$ cat config.mk
export PLATFORM = sky130hd
export DESIGN_NAME = bin2bcd_converter
export DESIGN_NICKNAME = d
export VERILOG_FILES = /design/src/rtl/bin2bcd_converter.sv
export SDC_FILE = /design/constraint.sdc
export NUM_CORES = 1
export LEC_CHECK = 0
export CORE_MARGIN = 2
export CORE_UTILIZATION = 49
export DETAILED_ROUTE_END_ITERATION = 6
export PLACE_DENSITY_LB_ADDON = 0.2
export SLEW_MARGIN = 5
export SYNTH_ARGS = -nofsm -noshare
export SYNTH_HDL_FRONTEND = slang
export SYNTH_SLANG_ARGS = --single-unit
$ cat constraint.sdc
create_clock -name clk -period 2.02 [get_ports clk]
set_input_delay 0.202 -clock clk [delete_from_list [all_inputs] [get_ports clk]]
set_output_delay 0.202 -clock clk [all_outputs]
set_load 0.01 [all_outputs]
$ cat src/rtl/bin2bcd_converter.sv
// Sequential binary-to-BCD converter (double dabble, one bit per cycle) with held display digits.
// Define BIN2BCD_BLANK_EN to blank leading zero digits of in-range results.
module bin2bcd_converter #(
    parameter int unsigned IN_W = 16
) (
    input  logic            clk,
    input  logic            rst_n,
    input  logic            start,
    input  logic [IN_W-1:0] bin_in,
    output logic            ready,
    output logic            done,
    output logic            valid,
    output logic            overflow,
    output logic [3:0]      bcd_data_0,
    output logic [3:0]      bcd_data_1,
    output logic [3:0]      bcd_data_2,
    output logic [3:0]      bcd_data_3
);

    localparam int unsigned CntW = $clog2(IN_W + 1);
    localparam logic [IN_W-1:0] MaxVal = IN_W'(9999);

    typedef enum logic [1:0] {StIdle, StShift, StDone} state_e;

    state_e          state_q, state_d;
    logic [IN_W-1:0] bin_q, bin_d;
    // Thousands digit is at most 4 before the final shift, so bit 15 never needs storing.
    logic [14:0]     bcd_q, bcd_d;
    logic [CntW-1:0] cnt_q, cnt_d;
    logic [15:0]     res_q, res_d;
    logic            ovf_q, ovf_d;
    logic            valid_q, valid_d;

    logic            in_range;
    logic            last_shift;
    logic [14:0]     bcd_adj;
    logic [15:0]     bcd_shift;
    logic [15:0]     res_fmt;

    assign in_range   = (bin_in <= MaxVal);
    assign last_shift = (cnt_q == CntW'(IN_W - 1));

    always_comb begin
        bcd_adj = bcd_q;
        for (int i = 0; i < 3; i++) begin
            if (bcd_q[4*i +: 4] >= 4'd5) begin
                bcd_adj[4*i +: 4] = bcd_q[4*i +: 4] + 4'd3;
            end
        end
        bcd_shift = {bcd_adj, bin_q[IN_W-1]};
    end

    always_comb begin
        res_fmt = bcd_shift;
`ifdef BIN2BCD_BLANK_EN
        if (bcd_shift[15:12] == 4'd0) begin
            res_fmt[15:12] = 4'hF;
            if (bcd_shift[11:8] == 4'd0) begin
                res_fmt[11:8] = 4'hF;
                if (bcd_shift[7:4] == 4'd0) begin
                    res_fmt[7:4] = 4'hF;
                end
            end
        end
`else
        res_fmt = bcd_shift;
`endif
    end

    always_ff @(posedge clk or negedge rst_n) begin
        if (!rst_n) begin
            state_q <= StIdle;
        end else begin
            state_q <= state_d;
        end
    end

    always_comb begin
        state_d = state_q;
        unique case (state_q)
            StIdle:  if (start) state_d = in_range ? StShift : StDone;
            StShift: if (last_shift) state_d = StDone;
            StDone:  state_d = StIdle;
            default: state_d = StIdle;
        endcase
    end

    always_comb begin
        ready = (state_q == StIdle);
        done  = (state_q == StDone);
    end

    // Result registers only change on the edge entering StDone, so the display never flickers.
    always_comb begin
        bin_d   = bin_q;
        bcd_d   = bcd_q;
        cnt_d   = cnt_q;
        res_d   = res_q;
        ovf_d   = ovf_q;
        valid_d = valid_q;
        unique case (state_q)
            StIdle: begin
                if (start) begin
                    if (in_range) begin
                        bin_d = bin_in;
                        bcd_d = '0;
                        cnt_d = '0;
                    end else begin
                        res_d   = 16'hAFFF;
                        ovf_d   = 1'b1;
                        valid_d = 1'b1;
                    end
                end
            end
            StShift: begin
                bin_d = {bin_q[IN_W-2:0], 1'b0};
                bcd_d = bcd_shift[14:0];
                cnt_d = cnt_q + CntW'(1);
                if (last_shift) begin
                    res_d   = res_fmt;
                    ovf_d   = 1'b0;
                    valid_d = 1'b1;
                end
            end
            default: ;
        endcase
    end

    always_ff @(posedge clk or negedge rst_n) begin
        if (!rst_n) begin
            bin_q   <= '0;
            bcd_q   <= '0;
            cnt_q   <= '0;
            res_q   <= '0;
            ovf_q   <= 1'b0;
            valid_q <= 1'b0;
        end else begin
            bin_q   <= bin_d;
            bcd_q   <= bcd_d;
            cnt_q   <= cnt_d;
            res_q   <= res_d;
            ovf_q   <= ovf_d;
            valid_q <= valid_d;
        end
    end

    assign valid      = valid_q;
    assign overflow   = ovf_q;
    assign bcd_data_0 = res_q[15:12];
    assign bcd_data_1 = res_q[11:8];
    assign bcd_data_2 = res_q[7:4];
    assign bcd_data_3 = res_q[3:0];

endmodule

# == Word level (Yosys, flattened, before mapping) ==
# Index checks and enable logic that the tools add are counted.
# W data, S select, Z words.
# word_totals
regBits,56
input_bits,19
out_inout_bits,20
elab_cells,53
# classes
add_sub_neg,4
magnitude_cmp,4
eq_ne,7
n_mux,26
reduce_logical,5
# op_table
cell,count
$mux W16,5
$pmux W16 S2,2
$mux W15,2
$pmux W15 S2,1
$le A16 B14 Y1 const B,1
$add A4 B2 Y4 const B,3
$ge A4 B3 Y1 const B,3
$mux W4,3
$mux W5,2
$pmux W5 S2,1
$mux W2,3
$ne A2 B2 Y1 const B,3
$add A5 B1 Y5 const B,1
$eq A5 B4 Y1 const B,1
$mux W1,4
$pmux W1 S2,2
$pmux W2 S2,1
$reduce_and A4 Y1,1
$reduce_and A3 Y1,1
$eq A2 B1 Y1 const B,1
$eq A2 B2 Y1 const B,1
$logic_not A2 Y1,1
$ne A2 B1 Y1 const B,1
$reduce_and A2 Y1,1
$reduce_bool A2 Y1,1

# == Logic depth before layout (Yosys ltp) ==
# logic_depth
depth_word,4
mapped_depth,9
ltp_nobuf,7

# == Worst setup path before layout ==
# OpenSTA, ideal clock, no wires.
# synth_path
kind,register to register
from,reg cnt_q[0]
to,reg res_q[13]
setup_ns,0.121
arrival_ns,1.823
t_required_ns,1.899
setup_slack_ns,0.076
stages_incl_launch_ff,10
n_path_buf,2
period_less_slack_ns,1.944
path_cell_list,dfrtp_1 > ha_1 > and3_1 > ha_1 > mux2i_1 > nor2_1 > o311a_1 > buf_2 > buf_2 > o22a_1
# synth_between
elab_chain_cells,3
# synth_rtl
item,line,text
start: declaration,29,"logic [CntW-1:0] cnt_q, cnt_d;"
start signal: assignment,140,cnt_q <= cnt_d;
$eq A5 B4 Y1,41,assign last_shift = (cnt_q == CntW'(IN_W - 1));
$ne A2 B2 Y1 (no line),-,
$reduce_and A4 Y1 (no line),-,
end signal: assignment,141,res_q <= res_d;
end: declaration,30,"logic [15:0] res_q, res_d;"
# Every way passes these cells.
# A chain may end at the register's enable or synchronous reset.

# == Final worst setup path ==
# layout_path
from,reg cnt_q[0]
to,reg valid_q (netlist: valid)
# layout_between
elab_chain_cells,3
# layout_rtl
item,line,text
$eq A5 B4 Y1,41,
$ne A2 B2 Y1 (no line),-,
$reduce_and A4 Y1 (no line),-,
end signal: assignment,143,valid_q <= valid_d;
end: declaration,32,"logic valid_q, valid_d;"
# Every way passes these cells.

==> results.md <==
- Layout Nets: 329
- CTS tree: yes
- Syn nets: 272
- Setup WS post-layout: 0.0820 ns
- Slew HR: 0.610
- Yosys top cell by area: dfrtp_1
- # rows: 26
- Combinational share of power: 0.351
- Tmin final: 1.94 ns
- Max incr delay on CP: 0.39 ns
- Clock network fraction of total power: 0.196
- Int Pwr: 2470 uW
- Slowest cell on the critical path: dfrtp_1
- RSZ-0062 raised after global routing: no
- Overall global routing resource usage: 0.209
- Die height: 77.6 um
- Post-Syn Area: 2660 sq um
- Switch share: 0.337
- Core Area: 5170 sq um
- Place WS: -0.213 ns
- Final hold vios: 0
- # port buffers: 38
- Antenna cells: 0
- Vias: 2,111
- Pwr Total: 3720 uW
- Die W: 77.6 um
- Clk_skew: 0.0110 ns
- Crit-path cells: ha_2 -> and3_1 -> ha_1 -> mux2i_2 -> nor2_2 -> o311a_1 -> buf_12 -> or2_2
- Reg-to-Reg Start: cnt_q[0]
- Netlist cell types: 46
- Synthesized area per cell: 10.8 sq um
- Ys Warns: 0
- Initial antenna violation count: 0
- Filler cells: 397
- Hold Path Class: input pin to async pin
- Yosys reg bits: 56
- Cells after Synth: 245
- WS Path Type: flop to flop
- Worst-Margin Slew: 0.585 ns
- Worst Path Max Fanout: 19
- Peak VDD IR: 0.626 mV
- CTS clock-pin slew for the worst setup and hold paths: 0.10 ns
- Syn-to-layout area delta: 28.8%
- Main synth FF type: dfrtp_1
- Vias per cell: 5.66
- FF-to-FF setup slack: 0.08 ns
- HPWL Detailed: 4060 um
- Post-synth EDFFs: 0
- DR DRC count: 0
- Sinks on Clock Net: 56
- Setup crit end kind: flop
- Tcrit/Tclk final: 0.959
- Drt pass-1 iters: 4
- Outcome: finished clean
- DIE AREA: 6030 sq um
- Post-synthesis sequential area ratio: 0.527
- TNS Setup: 0 ns
- Layout cell share with drive strength beyond 1: 0.149
- Fraction of registers with async set/reset: 1.00
- H-tree levels: 2
- Fin. max-slew vios: 0
- Share of the synthesized area in the top cell type: 0.527
- Initial Util: 0.514
- PwrDens: 1090 nW/um^2
- Switching power: 1250 uW
- Worst EP required: 2.23 ns
- Largest net degree at the start of global routing: 33
- # IOs: 39
- Count leader, synth: dfrtp_1
- R2R depth: 8
- Final GP Congestion: 0.827
- Synth top cells by count: dfrtp_1 (56), a21oi_1 (18), nor2_1 (18)
- Pleak: 0.00145 uW
- Grt ovf: 0
- Clock Tree Buf Depth: 2
- Top cells by area, synth: dfrtp_1 (53%), a22o_1 (4.3%), ha_1 (3.8%)
- Max Cap Viol: 0
- Total Wirelength: 5870 um
- Avg WL per Cell: 15.7 um
- Seq pwr share: 0.453
- CTS Buf Count: 5
- Setup violations, final: 0
- CTS root buf: clkbuf_8
- Vias in the first global route: 2,052
- Critical path startpoint category: flop
- Clock latency on the worst-skew pair: 0.31 ns
- Remaining antenna violation count: 0
- Drt initial violations: 132
- Worst R2R End: valid
- Highest clock rate: 516 MHz
- Crit path DAT: 2.14 ns
- First-pass GRT wire length: 9960 um
==> kinds of logic after synthesis <==
| family | synth area share |
|---|---|
| mux | 0.0193 |
| simple gates | 0.114 |
| fa+ha+maj | 0.0377 |
| flops | 0.527 |
| xor+xnor | 0.0165 |
| buf+inv | 0.0424 |
| compound gates | 0.243 |
==> worst max-delay path, delay by kind of cell, from the launching register on <==
family                     cells  cell delay [ns]
buffers and inverters          1             0.17
DFF                            1             0.39
muxes                          1             0.19
and+or+nand+nor                3             0.53
AOI/OAI and AO/OA              1             0.16
adders and majority gates      2             0.41
==> power groups by stage <==
stage          logic [uW]  registers [uW]  clock network [uW]
6_report             1310            1690                 728
3_3_place_gp         1240            1700                   0
2_1_floorplan         917            1630                   0
3_5_place_dp         1280            1710                   0
4_1_cts              1290            1690                 752
5_1_grt              1460            1740                 799
==> metal layers <==
layer | global-route usage | wire length (um) | share of wire
met1 | 0.304 | 2920 | 0.50
met2 | 0.313 | 2600 | 0.44
met3 | 0.0453 | 256 | 0.044
met4 | 0.0643 | 91 | 0.016
met5 | 0 | 0 | 0
==> layout make-up <==
| class | instances | area (sq um) | area share |
|---|---|---|---|
| clock buffer | 6 | 72.6 | 0.0212 |
| tap | 70 | 87.6 | 0.0256 |
| clock inverter | 2 | 35.0 | 0.0102 |
| multi-input combinational | 164 | 1150 | 0.337 |
| timing repair buffer | 66 | 638 | 0.186 |
| sequential | 56 | 1400 | 0.409 |
| inverter | 9 | 33.8 | 0.00987 |
==> metrics by stage <==
stage	instances	util	hold slack (ns)	cell area, sq um
2_1_floorplan	245	-	-0.0936	2660
3_3_place_gp	361	0.633	0.231	3270
3_5_place_dp	361	0.633	0.237	3270
4_1_cts	371	0.657	0.431	3400
5_1_grt	373	0.662	0.471	3420
6_report	373	0.662	0.412	3420
==> what timing repair did <==
item | 4_1_cts | 5_1_grt
hold buffers | 1 | 0
setup endpoints to repair | 1 | 15
setup buffers | 1 | 2
endpoints found under the hold margin | 24 | 0
resized for setup | 0 | 3
==> registers in the layout (all words and copies together), names as in the netlist <==
| signal | flops |
|---|---|
| bin_q | 16 |
| res_q | 16 |
| bcd_q | 15 |
| cnt_q | 5 |
| state_q | 2 |
| overflow | 1 |
| valid | 1 |
==> placed cells by master, fill, tap and decap left out, types with 2 or more instances in the layout <==
cell type	n
dfrtp_1	56
clkdlybuf4s50_1	37
buf_4	23
a21oi_1	18
nor2_1	17
o21ai_0	17
a22o_1	13
a31oi_1	11
inv_1	9
o22a_1	9
ha_1	7
nor3b_1	5
clkbuf_8	5
and3_1	4
nor3_1	4
nand2b_1	4
xnor2_1	4
buf_12	4
nand3_1	3
nand2_1	3
a2bb2oi_1	3
mux2i_1	3
o2bb2ai_1	3
and2_1	3
o21a_1	2
nor4_1	2
or2_2	2
a211o_1	2
o32a_1	2
a221o_1	2
a22oi_1	2
==> how the worst max path moves through the flow <==
stage | start | end | cells after the start
6_report | cnt_q[0] | valid | 8
5_1_grt | cnt_q[0] | valid | 8
4_1_cts | cnt_q[0] | valid | 8
3_5_place_dp | bin_in[15] | cnt_q[3] | 6
3_3_place_gp | bin_in[11] | bcd_q[9] | 6
2_1_floorplan | cnt_q[0] | res_q[13] | 9
No activity file was read; power rests on OpenSTA's default activity.
==> RTL edit 1 (same flow settings) <==
Add a define of `BIN2BCD_BLANK_EN`.
--- a/src/rtl/bin2bcd_converter.sv
+++ b/src/rtl/bin2bcd_converter.sv
@@ -1,5 +1,7 @@
 // Sequential binary-to-BCD converter (double dabble, one bit per cycle) with held display digits.
 // Define BIN2BCD_BLANK_EN to blank leading zero digits of in-range results.
+`define BIN2BCD_BLANK_EN
+
 module bin2bcd_converter #(
     parameter int unsigned IN_W = 16
 ) (
Behaviour: no difference found for any inputs over 10 cycles, from zero or initial values and one cycle with rst_n low; that may be too few to reach the edited logic, so the function may still have changed.
==> RTL edit 1 against the unedited design <==
- the run now ends with setup timing left
- cell area grew 11%
- sequential cell count is the same
- worst setup slack lost 170 ps
- final cell count grew 18%
- area after synthesis grew 7.1%
- via count grew 17%
- worst hold slack lost 410 ps
- wire length grew 14%
- largest cell class is now multi-input gates
Power is not compared: it rests on default switching activity, and its combinational part moved more than twofold at a synthesized area within 25%.
==> RTL edit 1: results <==
metrics = {
    "global_routing": {
        "grt_usage": 0.217,
        "use_met1": 0.285,
        "grt_first_pass_wirelength_um": 10800,
        "grt_pass1_vias": 2306,
        "met2_usage": 0.361,
        "grtUsageMet3": 0.0416,
        "grt_max_degree": 57,
        "antenna_found_initial": 0,
    },
    "outcome": {
        "violations": "setup timing",
        "status": "complete, but fails checks",
    },
    "route": {
        "vias_per_cell": 5.59,
        "firstDrtPassIters": 5,
        "wire_per_inst_um": 15.1,
    },
    "sta": {
        "setup_viol_count_final": 3,
        "worst_pin_slew_ps": 695,
        "finalWorstSetupSlack_ps": -90.9,
        "skew_ps": 10.1,
    },
    "critical_path": {
        "critPathMaxFanout": 5,
        "crit_family": "compound AO/OA/AOI/OAI gates",
        "crit_path_top_delay_cell": "a2111oi_0",
        "cp-startpoint": "cnt_q[1]",
        "max_stage_delay_ps": 450,
    },
    "synthesis": {
        "synth.mux.area_fraction": 0.0154,
        "synthXorXnorAreaFrac": 0.00615,
        "synth_area_leaders": "dfrtp_1, nand2_1, nor2_1",
        "synth_common_cells": "dfrtp_1, nand2_1, nor2_1",
        "synth-compound-area-share": 0.215,
        "synth_fa_ha_area_frac": 0.0352,
        "synth_nets": 328,
        "synthDistinctLibCells": 50,
        "ys_seq_area_frac": 0.492,
    },
    "clock_tree": {
        "cts.clk_slew.worst_paths_ps": 110,
        "cts_hold_buf": 0,
        "cts_resized": 5,
    },
    "final_layout": {
        "top_regs": "bin_q (16), res_q (16), bcd_q (15)",
        "nFillCells": 465,
        "drive_gt1_frac": 0.222,
    },
    "place": {
        "gp_congestion": 0.889,
    },
}
## RTL edit 1: cells by family after synthesis
family          Yosys count
simple gates            117
compound gates           87
flops                    56
buf+inv                  27
fa+ha+maj                 8
mux                       4
xor+xnor                  2
## RTL edit 1: area by class of cell
class,instances,area [um2],share of cell area
multi-input combinational,218,1430,0.378
sequential,56,1400,0.370
timing repair buffer,76,726,0.192
tap,72,90.1,0.0238
clock buffer,6,72.6,0.0192
inverter,12,47.5,0.0126
clock inverter,2,16.3,0.00430
## RTL edit 1: worst paths after layout
kind / endpoint / cells past startpoint / slack [ps]
min reg2reg: res_q[1] / 2 / 470
max reg2reg: res_q[4] / 8 / -90
min: bcd_q[9] / 2 / 0.9
max: res_q[4] / 8 / -90
max in group asynchronous: res_q[1] / 2 / 1560
min in group clk: bin_q[0] / 3 / 450
## RTL edit 1: power breakdown
part / switching [mW] / internal [mW]
clock network: 0.389 / 0.248
registers: 0.328 / 1.57
logic: 1.48 / 1.38
total: 2.20 / 3.21
## RTL edit 1: metrics by stage
step	utilization	worst slack [ps]	area [um2]	instances	TNS, ps
floorplan	-	180	2850	301	0
detailed placement	0.624	-128	3480	426	-152
global placement	0.624	-57.9	3480	426	-57.9
CTS	0.643	4.31	3580	434	0
finish	0.679	-90.9	3790	442	-91.8
global route	0.679	-238	3790	442	-1280
## RTL edit 1: metal layers
metal,up-vias,routed length (um)
li1,1204,-
met2,67,3220
met3,12,279
met5,-,0
met1,1187,3030
met4,0,140
## RTL edit 1: worst register-to-register path, stage by stage (launching register included)
cell and delay, ps:
dfrtp_1 400, ha_2 190, and3_4 190, ha_4 130, mux2i_2 60, a311oi_2 280, nand2_2 180, a2111oi_0 450
a211oi_1 110
==> RTL edit 2 (config.mk and constraints unchanged) <==
Without the edit above. Make the reset (`rst_n`) synchronous in 2 clocked blocks.
--- a/src/rtl/bin2bcd_converter.sv
+++ b/src/rtl/bin2bcd_converter.sv
@@ -67,7 +67,7 @@
 `endif
     end
 
-    always_ff @(posedge clk or negedge rst_n) begin
+    always_ff @(posedge clk) begin
         if (!rst_n) begin
             state_q <= StIdle;
         end else begin
@@ -126,7 +126,7 @@
         endcase
     end
 
-    always_ff @(posedge clk or negedge rst_n) begin
+    always_ff @(posedge clk) begin
         if (!rst_n) begin
             bin_q   <= '0;
             bcd_q   <= '0;
Function: differs if rst_n is asserted again (counterexample within 4 cycles, from zero or initial values and one cycle with rst_n low); with rst_n held inactive, the same outputs for 10 cycles.
==> RTL edit 2 against the unedited design <==
- critical path depth is the same
- synthesized cell count is 8.2% higher
- count of clock-buffer cells in the layout stayed put
- cell area is 2.9% lower
- first-iteration DRC count is 11% lower
- sequential cell count unchanged
- highest routed layer unchanged
- area after synthesis rose by 2.0%
- worst setup slack better by 20 ps
- wire length rose by 0.12%
Power is not compared: it rests on default switching activity, and its combinational part moved more than twofold at a synthesized area within 25%.
==> RTL edit 2: results <==
metrics = {
    "sta": {
        "post-route-period-util": 0.950,
        "setup_viol_count_final": 0,
        "skew_ps": 8.22,
        "slew_headroom": 0.548,
    },
    "place": {
        "hpwl_um": 4200,
        "pre_cts_ws_ps": 16.4,
        "place_inst": 375,
        "gp_congestion": 0.810,
        "placed_area_um2": 3190,
    },
    "synthesis": {
        "synthFlopType": "dfxtp_1",
        "synthDistinctLibCells": 50,
        "synth.mux.area_fraction": 0.0222,
        "syn_area_per_cell_um2": 10.2,
        "async_flop_share": 0,
        "synth_fa_ha_area_frac": 0.0369,
        "synth_nets": 292,
        "ys_seq_area_frac": 0.414,
        "synth_area_leaders": "dfxtp_1, a311oi_2, nand2_1",
        "synth-compound-area-share": 0.288,
        "synthXorXnorAreaFrac": 0.0129,
        "synth_common_cells": "dfxtp_1, nand2_1, a311oi_2",
    },
    "final_layout": {
        "top_regs": "bin_q (16), res_q (16), bcd_q (15)",
        "final_net_count": 338,
        "drive_gt1_frac": 0.199,
    },
    "global_routing": {
        "grt_max_degree": 27,
        "grt_overflow": 0,
        "use_met1": 0.295,
        "met2_usage": 0.322,
        "grt_usage": 0.209,
        "grt_first_pass_wirelength_um": 10100,
        "grtUsageMet3": 0.0391,
        "grt_pass1_vias": 2079,
    },
    "clock_tree": {
        "htreeDepth": 2,
        "insertion_delay_ps": 310,
        "post_cts.repair.setup_buffers": 0,
    },
    "power": {
        "finalPower_mw": 2.31,
        "internal_power_mw": 1.73,
        "peakVddDrop_mv": 0.322,
    },
    "critical_path": {
        "r2r_setup_slack_ps": 100,
        "cp-startpoint": "cnt_q[0]",
        "timing.rr.end": "res_q[13]",
        "max_stage_delay_ps": 350,
        "crit_family": "compound AO/OA/AOI/OAI gates",
        "crit_path_top_delay_cell": "dfxtp_2",
        "critPathMaxFanout": 18,
    },
    "worst_hold_path": {
        "hold_class": "primary input to flip-flop",
    },
    "route": {
        "met2_length_um": 2710,
        "wl_met1_um": 2930,
        "wl_met3_um": 168,
        "via_count": 2162,
        "wire_per_inst_um": 15.3,
        "dr.first_iter.drc_count": 117,
        "vias_per_cell": 5.63,
    },
    "outcome": {
        "status": "completed",
    },
}
RTL edit 2: layout make-up:
cell class / instances / area, um2
multi-input cells: 183 / 1440
clock buffers: 6 / 72.6
flip-flops and latches: 56 / 1120
inverters: 10 / 37.5
repair buffers: 55 / 520
clock inverters: 2 / 38.8
fillers: 486 / 2110
well taps: 72 / 90.1
RTL edit 2: how the worst min path moves through the flow:
stage / startpoint / slack (ps) / depth (start not counted) / endpoint
after floorplan: bin_in[0] / 350 / 2 / bin_q[0]
final: bin_in[0] / 460 / 3 / bin_q[0]
after detailed placement: bin_q[0] / 450 / 2 / bin_q[0]
after CTS: bin_in[0] / 460 / 3 / bin_q[0]
after global placement: bin_q[0] / 440 / 2 / bin_q[0]
after global routing: bin_in[0] / 450 / 3 / bin_q[0]
RTL edit 2: worst register-to-register path, cell delays in order (launching register included):
cell and delay, ps:
dfxtp_2 350, ha_1 220, and3_1 200, ha_1 210, mux2i_2 210, a211o_2 200, nor2_8 40, buf_12 150
a311oi_2 270
